===== src/rtl/st_bus_pkg.sv =====
`default_nettype none
// ============================================================================
//  Module      : st_bus_pkg
//  Description : Shared definitions for the bus-master arbitration logic.
//                Holds the arbiter state encoding and the lowest-set-bit
//                priority function used by st_prio_enc.
//  Revision    : 1.0  initial release
// ============================================================================
package st_bus_pkg;

    // Widest request vector the priority function handles.
    localparam int PRIO_W = 32;

    // Arbiter state encoding
    localparam logic [2:0] ST_IDLE = 3'd0;
    localparam logic [2:0] ST_REQ  = 3'd1;
    localparam logic [2:0] ST_ACK  = 3'd2;
    localparam logic [2:0] ST_OWN  = 3'd3;
    localparam logic [2:0] ST_REL  = 3'd4;

    typedef enum logic [2:0] {
        S_IDLE = ST_IDLE,
        S_REQ  = ST_REQ,
        S_ACK  = ST_ACK,
        S_OWN  = ST_OWN,
        S_REL  = ST_REL
    } arb_state_e;

    // Isolate the lowest set bit: v & -v. Zero in gives zero out.
    function automatic logic [PRIO_W-1:0] prio_onehot(input logic [PRIO_W-1:0] v);
        return v & (~v + PRIO_W'(1));
    endfunction

endpackage : st_bus_pkg
`default_nettype wire


===== src/rtl/st_prio_enc.sv =====
`default_nettype none
// ============================================================================
//  Module      : st_prio_enc
//  Description : Fixed-priority encoder, index 0 highest priority.
//                Produces the one-hot winner, its binary index and an
//                any-request flag. N must not exceed st_bus_pkg::PRIO_W.
//  Ports       : i_req     - request vector
//                o_onehot  - one-hot winner (zero when no request)
//                o_idx     - binary index of the winner (zero when none)
//                o_any     - at least one request present
//  Revision    : 1.0  initial release
// ============================================================================
module st_prio_enc
    import st_bus_pkg::*;
#(
    parameter int N     = 2,
    parameter int IDX_W = (N > 1) ? $clog2(N) : 1
) (
    input  logic [N-1:0]     i_req,
    output logic [N-1:0]     o_onehot,
    output logic [IDX_W-1:0] o_idx,
    output logic             o_any
);

    logic [PRIO_W-1:0] w_req_ext;
    logic [PRIO_W-1:0] w_oh_ext;

    generate
        if (N == PRIO_W) begin : g_full
            assign w_req_ext = i_req;
        end else begin : g_pad
            assign w_req_ext = {{(PRIO_W-N){1'b0}}, i_req};
        end
    endgenerate

    assign w_oh_ext = prio_onehot(w_req_ext);
    assign o_onehot = w_oh_ext[N-1:0];
    assign o_any    = |i_req;

    // Upper bits are zero by construction; sink them explicitly.
    generate
        if (N < PRIO_W) begin : g_sink
            logic w_unused_hi;
            assign w_unused_hi = |w_oh_ext[PRIO_W-1:N];
        end
    endgenerate

    always_comb begin
        o_idx = '0;
        for (int i = N - 1; i >= 0; i--) begin
            if (w_oh_ext[i]) begin
                o_idx = IDX_W'(i);
            end
        end
    end

endmodule : st_prio_enc
`default_nettype wire


===== src/rtl/st_dma_arbiter.sv =====
`default_nettype none
// ============================================================================
//  Module      : st_dma_arbiter
//  Description : Bus-master arbiter between the 68000 bus wrapper and the
//                DMA masters. Runs the BR/BG/BGACK handshake, grants the bus
//                to one requester at a time (lowest index wins, no
//                pre-emption) and either hands it straight to the next
//                requester (HANDOVER=1) or returns it to the CPU.
//                bg_n/as_n are sampled on phi1; all state moves on phi2.
//  Ports       : clk, reset      - clock, synchronous active-high reset
//                phi1, phi2      - CPU phase enables, one clk wide
//                req  [N_REQ]    - level requests, held for whole tenure
//                gnt  [N_REQ]    - one-hot or zero grant
//                br_n            - bus request to CPU wrapper
//                bg_n            - bus grant from CPU wrapper
//                bgack_n         - bus grant acknowledge to CPU wrapper
//                as_n            - address strobe
//                busy            - arbiter not idle
//  Revision    : 1.0  initial release
// ============================================================================
module st_dma_arbiter
    import st_bus_pkg::*;
#(
    parameter int N_REQ    = 2,
    parameter int HANDOVER = 1
) (
    input  logic             clk,
    input  logic             reset,
    input  logic             phi1,
    input  logic             phi2,
    input  logic [N_REQ-1:0] req,
    output logic [N_REQ-1:0] gnt,
    output logic             br_n,
    input  logic             bg_n,
    output logic             bgack_n,
    input  logic             as_n,
    output logic             busy
);

    localparam int OWN_W = (N_REQ > 1) ? $clog2(N_REQ) : 1;

    arb_state_e       r_state;
    arb_state_e       w_state_nxt;
    logic [OWN_W-1:0] r_owner;
    logic [OWN_W-1:0] w_owner_nxt;
    logic [N_REQ-1:0] r_gnt;
    logic [N_REQ-1:0] w_gnt_nxt;
    logic             r_br_n;
    logic             w_br_n_nxt;
    logic             r_bgack_n;
    logic             w_bgack_n_nxt;
    logic             r_bg_s;
    logic             r_as_s;

    logic [N_REQ-1:0] w_win_oh;
    logic [OWN_W-1:0] w_win_idx;
    logic             w_any;
    logic             w_owner_req;

    st_prio_enc #(
        .N     (N_REQ),
        .IDX_W (OWN_W)
    ) u_prio (
        .i_req    (req),
        .o_onehot (w_win_oh),
        .o_idx    (w_win_idx),
        .o_any    (w_any)
    );

    assign w_owner_req = req[r_owner];

    always_comb begin
        w_state_nxt   = r_state;
        w_owner_nxt   = r_owner;
        w_gnt_nxt     = r_gnt;
        w_br_n_nxt    = r_br_n;
        w_bgack_n_nxt = r_bgack_n;

        case (r_state)
            S_IDLE: begin
                if (w_any) begin
                    w_state_nxt = S_REQ;
                    w_br_n_nxt  = 1'b0;
                end
            end
            // Once BR is out we must wait for the grant even if the request
            // disappears; dropping BR early would deadlock the wrapper.
            S_REQ: begin
                if (!r_bg_s && r_as_s) begin
                    w_state_nxt   = S_ACK;
                    w_bgack_n_nxt = 1'b0;
                    w_br_n_nxt    = 1'b1;
                    w_owner_nxt   = w_win_idx;
                    w_gnt_nxt     = w_win_oh;
                end
            end
            // An empty grant (request withdrawn) just holds BGACK one phi2.
            S_ACK: begin
                w_state_nxt = (r_gnt == '0) ? S_REL : S_OWN;
            end
            // Release only between bus cycles, so a running strobe keeps gnt.
            S_OWN: begin
                if (!w_owner_req && r_as_s) begin
                    w_gnt_nxt   = '0;
                    w_state_nxt = S_REL;
                end
            end
            S_REL: begin
                if ((HANDOVER != 0) && w_any) begin
                    w_state_nxt = S_ACK;
                    w_owner_nxt = w_win_idx;
                    w_gnt_nxt   = w_win_oh;
                end else begin
                    w_bgack_n_nxt = 1'b1;
                    w_state_nxt   = S_IDLE;
                end
            end
            default: begin
                w_state_nxt   = S_IDLE;
                w_gnt_nxt     = '0;
                w_br_n_nxt    = 1'b1;
                w_bgack_n_nxt = 1'b1;
            end
        endcase
    end

    always_ff @(posedge clk) begin
        if (reset) begin
            r_state   <= S_IDLE;
            r_owner   <= '0;
            r_gnt     <= '0;
            r_br_n    <= 1'b1;
            r_bgack_n <= 1'b1;
            r_bg_s    <= 1'b1;
            r_as_s    <= 1'b1;
        end else begin
            if (phi1) begin
                r_bg_s <= bg_n;
                r_as_s <= as_n;
            end
            if (phi2) begin
                r_state   <= w_state_nxt;
                r_owner   <= w_owner_nxt;
                r_gnt     <= w_gnt_nxt;
                r_br_n    <= w_br_n_nxt;
                r_bgack_n <= w_bgack_n_nxt;
            end
        end
    end

    assign gnt     = r_gnt;
    assign br_n    = r_br_n;
    assign bgack_n = r_bgack_n;
    assign busy    = (r_state != S_IDLE);

endmodule : st_dma_arbiter
`default_nettype wire


===== config.mk =====
export PLATFORM = sky130hd
export DESIGN_NAME = st_dma_arbiter
export DESIGN_NICKNAME = d
export VERILOG_FILES = /design/src/rtl/st_bus_pkg.sv /design/src/rtl/st_prio_enc.sv /design/src/rtl/st_dma_arbiter.sv
export SDC_FILE = /design/constraint.sdc
export NUM_CORES = 1
export LEC_CHECK = 0
export CAP_MARGIN = 40
export CELL_PAD_IN_SITES_DETAIL_PLACEMENT = 2
export CELL_PAD_IN_SITES_GLOBAL_PLACEMENT = 2
export CORE_MARGIN = 3
export CORE_UTILIZATION = 31
export CTS_BUF_LIST = sky130_fd_sc_hd__clkbuf_2 sky130_fd_sc_hd__clkbuf_4 sky130_fd_sc_hd__clkbuf_8
export DETAILED_ROUTE_END_ITERATION = 10
export PLACE_DENSITY = 0.82
export SLEW_MARGIN = 20
export SYNTH_ARGS = -nofsm -noshare
export SYNTH_HDL_FRONTEND = slang
export SYNTH_SLANG_ARGS = --single-unit

===== constraint.sdc =====
create_clock -name clk -period 2.1 [get_ports clk]
set_input_delay 0.42 -clock clk [delete_from_list [all_inputs] [get_ports clk]]
set_output_delay 0.42 -clock clk [all_outputs]
set_load 0.02 [all_outputs]

Yosys cells after proc, flatten, opt, wreduce, memory -nomap -nowiden
Index checks and enable logic that the tools add are counted.
- register bits: 10
- latch bits: 0
- bits in writable memories: 0
- memory bits (read-only): 0
- bits of input ports: 8
- output and inout port bits: 5
- memories kept: 0
- add/sub/neg operators: 1
- $mul: 0
- div/mod/pow operators: 0
- $lt $le $gt $ge: 1
- equality and inequality tests: 9
- shifts and indexed selects: 0
- muxes and demuxes: 23
- bitwise logic cells: 5
- reductions and logical operators: 17
- operator list (operator ; number):
    AND reduction 4 bit ; 4
    one-hot mux 3 bit (5 select lines) ; 1
    2-to-1 mux 3 bit ; 4
    2-to-1 mux 1 bit ; 10
    2-to-1 mux 2 bit ; 4
    one-hot mux 2 bit (4 select lines) ; 1
    equality test 3 x 2 -> 1 bit, second input constant ; 2
    != test 2 bit, second input constant ; 3
    one-hot mux 1 bit (3 select lines) ; 2
    OR reduction 3 bit ; 2
    AND reduction 5 bit ; 1
    != test 2 x 1 -> 1 bit, second input constant ; 2
    OR reduction 2 bit ; 2
    equality test 3 x 1 -> 1 bit, second input constant ; 1
    equality test 3 bit, second input constant ; 1
    zero test 3 bit ; 1
    NOT 1 bit ; 3
    nonzero test 3 bit ; 1
    adder 2 x 1 -> 2 bit, second input constant ; 1
    bitwise AND 2 bit ; 1
    logical AND 1 bit ; 2
    zero test 1 bit ; 2
    zero test 2 bit ; 1
    less-than comparator 1 x 2 -> 1 bit, second input constant ; 1
    other kinds (3) ; 3

Logic depth before layout (Yosys ltp)
Gate-level depths: netlist of run 1.
- depth after elaboration: 7
- depth in mapped cells: 5

Modules after synthesis
A second synthesis of run 1 with hierarchy kept.
- cell total of the unflattened synthesis: 76
- area total of the unflattened synthesis: 634.4 um2
- by module, submodules not included (module ; times used ; cells each ; area each (um2) ; seq. area each (um2)):
    st_dma_arbiter ; 1 ; 72 ; 606.8 ; 200.2
    st_prio_enc ; 1 ; 4 ; 27.5 ; 0.0

Worst setup path after synthesis of run 1
Ideal clock, no wire load.
- path type: reg2reg
- start: reg r_state[1]
- end: reg r_owner
- arrival: 1.257 ns
- required time: 1.985 ns
- path slack: 0.728 ns
- stages on the path, launching flop included: 6
- path buffers: 1
- clock period less this slack: 1.372 ns
- cells stage by stage: dfxtp_1 > buf_6 > o31a_1 > a311o_1 > nand4_1 > a21bo_2
- word-level cells in the longest chain between the ends: 3
- RTL lines (item ; RTL line ; RTL):
    start, declared ; st_dma_arbiter.sv:42 ; arb_state_e r_state;
    start signal, assigned ; st_dma_arbiter.sv:142 ; r_state <= w_state_nxt;
    equality test 3 bit or equality test 3 x 1 -> 1 bit (tied branches) ; st_dma_arbiter.sv:79 ; case (r_state)
    != test 2 x 1 -> 1 bit (no source line) (tied with other cells) ; -- ;
    AND reduction 4 bit (no source line) ; -- ;
    end signal, assigned ; st_dma_arbiter.sv:143 ; r_owner <= w_owner_nxt;
    end, declared ; st_dma_arbiter.sv:44 ; logic [OWN_W-1:0] r_owner;
Parallel ways exist; a longest one is shown, timed or not.
A chain may end at the register's enable or synchronous reset.

Final worst setup path of run 1
- start: reg r_state[0]
- end: out busy
- word-level cells in the longest chain between the ends: 1
- RTL lines (item ; RTL line ; RTL):
    nonzero test 3 bit ; st_dma_arbiter.sv:154 ; assign busy = (r_state != S_IDLE);
    end, declared ; st_dma_arbiter.sv:37 ; output logic busy
Every way passes these cells.

==> results of run 1 <==
==> final cells by class <==
cell class	instances	share of cell area, %
clock buffer	3	3.00
multi-input combinational	49	43.8
inverter	3	1.50
sequential	10	26.7
tap	24	4.00
timing repair buffer	17	21.0
==> metrics by stage <==
| stage | hold WS [ps] | setup slack (ps) | std cells | instance area, um2 | util, % |
|---|---|---|---|---|---|
| floorplan | 521 | 728 | 66 | 566 | - |
| global placement | 478 | 181 | 103 | 728 | 45.2 |
| detailed placement | 497 | 116 | 103 | 728 | 45.2 |
| CTS | 505 | 171 | 106 | 751 | 46.6 |
| global route | 544 | 120 | 106 | 751 | 46.6 |
| finish | 498 | 194 | 106 | 751 | 46.6 |
==> cell families after synthesis <==
kind of cell / after synthesis / synth area share (%)
flops: 10 / 35.4
simple gates: 24 / 25.7
mux: 2 / 3.54
compound gates: 22 / 27.4
xor+xnor: 1 / 1.55
buf+inv: 7 / 6.42
==> per-layer routing <==
layer	global-route usage, %	share of wire [%]	vias to the layer above	wire (um)
met3	5.52	3.8	2	65
met1	22.1	47	282	815
met5	0	0	-	0
li1	-	-	273	-
met2	24.4	48	13	825
met4	2.84	0.81	0	14
==> flip-flops by register name, summed over array words and instances, names as in the netlist <==
signal,count
bgack_n,1
br_n,1
gnt,2
r_as_s,1
r_bg_s,1
r_owner,1
r_state,3
==> Yosys cell counts (all sizes together) (2+ instances only) <==
| cell | instances |
|---|---|
| a31oi | 4 |
| nand2 | 2 |
| a211o | 2 |
| dfxtp | 10 |
| nor2b | 4 |
| o21ai | 4 |
| a21oi | 3 |
| nor2 | 4 |
| mux2i | 2 |
| buf | 3 |
| inv | 3 |
| nand2b | 5 |
| nor3b | 2 |
==> worst min-delay path by stage <==
stage	startpoint	to	slack, ps	depth (start not counted)
6_report	gnt[1]$_SDFFE_PP0P_	gnt[1]$_SDFFE_PP0P_	500	2
5_1_grt	gnt[1]$_SDFFE_PP0P_	gnt[1]$_SDFFE_PP0P_	540	2
4_1_cts	gnt[1]$_SDFFE_PP0P_	gnt[1]$_SDFFE_PP0P_	500	2
3_5_place_dp	gnt[1]$_SDFFE_PP0P_	gnt[1]$_SDFFE_PP0P_	500	2
3_3_place_gp	bgack_n$_SDFFE_PP1P_	bgack_n$_SDFFE_PP1P_	480	2
2_1_floorplan	r_bg_s$_SDFFE_PP1P_	r_bg_s$_SDFFE_PP1P_	520	2
==> where the power goes <==
part	leakage [nW]	internal, mW	switching (mW)
clock network	0.0138	0.0663	0.0650
registers	0.0817	0.198	0.00529
logic	0.186	0.0515	0.0528
==> critical path, stage by stage, from the launching register on <==
cell	delay, ps
dfxtp_1	310
nor2_1	270
nand2_1	90
clkdlybuf4s50_1	540
==> flow_summary.toml, run 1 <==
[synth]
synth_cell_types = 33
syn-num-nets = 74
synth_top_cell_area_share_pct = 35.4
synth.area.top_cells = "dfxtp_1 (35%), nand2b_1 (5.5%), a31oi_1 (4.4%)"
synth_edf_count = 0
syn_avg_cell_area_um2 = 8.57
ys_warn_count = 0
ys_ff_latch = 10
syn_inst = 66
synthArstFlopShare_pct = 0
synth_top_flop_cell = "dfxtp_1"
yosys.area.top_type = "dfxtp_1"
synth_area_um2 = 566
yosysSeqAreaShare_pct = 35.4

[sta]
fmax_mhz = 525
relSlewSlack_pct = 76.3
rsz0062_at_grt = "no"
worst_pin_slew_ps = 354
tns_ps = 0
hold_violations = 0
slew_viol_final = 0
clock_skew_ps = 0.381
setup_violations = 0
fin_crit_sh_pct = 90.8
fin_crit_ps = 1910

[die]
initial_core_util_pct = 35.1
rows = 14
core_area_um2 = 1610
die_x_um = 48.7
ioPinCount = 13
dieArea_um2 = 2370
fp.dieH_um = 48.7

[clock_network]
cts_made_buffers = 3
ctsHoldBuffers = 0
cts_tree = "yes"
cts-resized-gates = 0
htreeDepth = 1
cts_root_buf = "clkbuf_4"
cts_sinks = 10
cts_setup_buffers = 0
clk_latency_ps = 260
path_clk_slew_ps = 60
clock_path_buffers = 2

[global_routing]
grt_overflow = 0
grt.total_usage_pct = 16.1
grt_pass1_wl_mm = 2.97
grt_start_max_net_pins = 10
grt_pass1_vias = 611
antenna_found_initial = 0

[job]
max_cap_violations = 0

[routing]
drc_errors = 0
drtPass1Iterations = 4
wl_mm = 1.72
vias = 570
wire_per_inst_um = 16.2
routed_via_density = 5.38
ant_nets = 0
drt_iter0_markers = 5

[worst_setup_path]
cp.arrival_ps = 1490
cp.required_ps = 1680
r2r_slack_ps = 590
cp_max_fo = 4
cp-startpoint = "r_state[0]$_SDFFE_PP0P_"
reg2reg_depth = 5
timing.rr.start = "r_state[1]$_SDFFE_PP0P_"
r2r_end = "r_owner$_SDFFE_PP0P_"
startpoint_type = "flop"
endpoint_kind = "output pin"
endpoint = "busy"
crit_type = "flop to output pin"

[power]
power.density_nw_per_um2 = 584
cellLeakagePower_nw = 0.281
ir_drop_uv = 375
p_total_uw = 438

[placement]
post-dp-hpwl_mm = 1.30
routabilityCongestion = 0.792
portBuffers = 12

[final_layout]
final_common_cell = "clkdlybuf4s50_1"
antenna_cells = 0
syn_to_final_growth_pct = 32.7
final_cell_mix = "clkdlybuf4s50_1 (12), dfxtp_1 (10), nand2b_1 (5), buf_4 (5)"
fill_cells = 195
register_area_um2 = 200
layout.nets = 92
multi_input_area_um2 = 329
drive_gt1_share_pct = 13.4

[status]
status = "finished clean"

[hold_path]
holdCritPathClass = "flop to flop"
Power figures use the tool's default switching activity.
==> inputs of run 2 (changes only) <==
GPL_TIMING_DRIVEN = 0   (was unset)
==> flow_summary.toml, run 2 (synthesis gave the netlist of run 1 again) <==
[global_routing]
grt_pass1_vias = 587
antenna_found_initial = 0
grt_start_max_net_pins = 11
grt_overflow = 0
grt_pass1_wl_mm = 2.77
grt.total_usage_pct = 15.3

[placement]
post-dp-hpwl_mm = 1.27
portBuffers = 12
routabilityCongestion = 0.759
place_ws_ps = 26.4

[die]
core_area_um2 = 1610
die_x_um = 48.7
dieArea_um2 = 2370
ioPinCount = 13
initial_core_util_pct = 35.1
rows = 14
fp.dieH_um = 48.7

[final_layout]
multi_input_area_um2 = 332
fill_cells = 193
syn_to_final_growth_pct = 31.0
drive_gt1_share_pct = 12.3
largest_reg_flops = 3
final_cell_mix = "clkdlybuf4s50_1 (12), dfxtp_1 (10), nand2b_1 (5)"
layout.nets = 91
final_util_pct = 46.0
register_area_um2 = 200
top_register = "r_state"
antenna_cells = 0
final_common_cell = "clkdlybuf4s50_1"

[routing]
drt_iter0_markers = 3
routed_via_density = 5.27
wire_per_inst_um = 15.8
drc_errors = 0
ant_nets = 0
drtPass1Iterations = 2
wl_mm = 1.66
vias = 553

[worst_setup_path]
cpMaxStageDelayCell = "clkdlybuf4s50_1"
crit_type = "flop to output pin"
startpoint_type = "flop"
cp.required_ps = 1680
cp_max_fo = 9
cp.arrival_ps = 1540
cpPeakStageDelay_ps = 600
cp_num_buf_inv = 2
endpoint_kind = "output pin"
cp_cell_sequence = "buf_2 -> nor2_2 -> nand2_1 -> clkdlybuf4s50_1"
cp_top_family = "buffers and inverters"

[power]
power.density_nw_per_um2 = 585
p_total_uw = 434
cellLeakagePower_nw = 0.274
ir_drop_uv = 354

[sta]
setup_violations = 0
fin_crit_ps = 1960
fmax_mhz = 511
relSlewSlack_pct = 70.2
final.setup.worst_slack_ps = 142
slew_viol_final = 0
clock_skew_ps = 5.09
fin_crit_sh_pct = 93.2
rsz0062_at_grt = "no"
tns_ps = 0
worst_pin_slew_ps = 447
hold_violations = 0

[hold_path]
holdCritPathClass = "flop to flop"

[status]
status = "finished clean"

[clock_network]
cts_sinks = 10
clk_latency_ps = 270
htreeDepth = 1
cts_made_buffers = 3
clock_path_buffers = 2
path_clk_slew_ps = 60
ctsHoldBuffers = 0
cts_tree = "yes"
cts_root_buf = "clkbuf_4"

[job]
max_cap_violations = 0
-- run 2: per-layer routing --
| metal | vias up | global-route usage, % | part of all wire, % | routed length (um) |
|---|---|---|---|---|
| li1 | 272 | - | - | - |
| met1 | 272 | 17.9 | 47 | 773 |
| met2 | 9 | 26.0 | 50 | 822 |
| met3 | 0 | 6.44 | 3.8 | 63 |
| met4 | 0 | 2.84 | 0 | 0 |
| met5 | - | 0 | 0 | 0 |
-- run 2: layout make-up --
class | instances | area share (%)
Inverter | 3 | 1.52
Clock buffer | 3 | 3.04
Tap cell | 24 | 4.05
Multi-Input combinational cell | 49 | 44.8
Timing Repair Buffer | 12 | 16.2
Sequential cell | 10 | 27.0
Buffer | 4 | 3.38
-- run 2: what timing repair did --
| action | in CTS | in global routing |
|---|---|---|
| setup endpoints to repair | 0 | 1 |
| gates resized for setup | 0 | 1 |
| setup buffers | 0 | 0 |
-- run 2: worst reg2reg max path, cell delays in order, from the launching register on --
cell	delay [ps]
dfxtp_1	310
buf_6	130
o31a_1	290
a311o_1	300
nand4_1	140
a21bo_2	240
-- run 2: power breakdown --
part	switching, mW	internal [mW]	total (mW)	leakage [nW]
registers	0.00480	0.198	0.202	0.0817
logic	0.0511	0.0490	0.100	0.178
clock network	0.0650	0.0662	0.131	0.0138
-- run 2: path summary, 6_finish.rpt --
check	start	slack (ps)	endpoint	cells past startpoint
setup / recovery	r_state[0]$_SDFFE_PP0P_	140	busy	4
hold / removal	gnt[1]$_SDFFE_PP0P_	500	gnt[1]$_SDFFE_PP0P_	2
setup reg to reg	r_state[1]$_SDFFE_PP0P_	580	r_owner$_SDFFE_PP0P_	5
hold reg to reg	gnt[1]$_SDFFE_PP0P_	500	gnt[1]$_SDFFE_PP0P_	2
-- run 2: metrics by stage --
stage,hold slack [ps],area (um2),instances
floorplan,521,566,66
global placement,474,716,102
detailed placement,495,716,102
CTS,508,738,105
global route,543,741,105
finish,502,741,105
==> inputs of run 3 (changes only) <==
SKIP_LAST_GASP = 1   (was unset)
==> results of run 3 <==
Same layout as run 2: the final DEF is identical, and so are final timing and power.
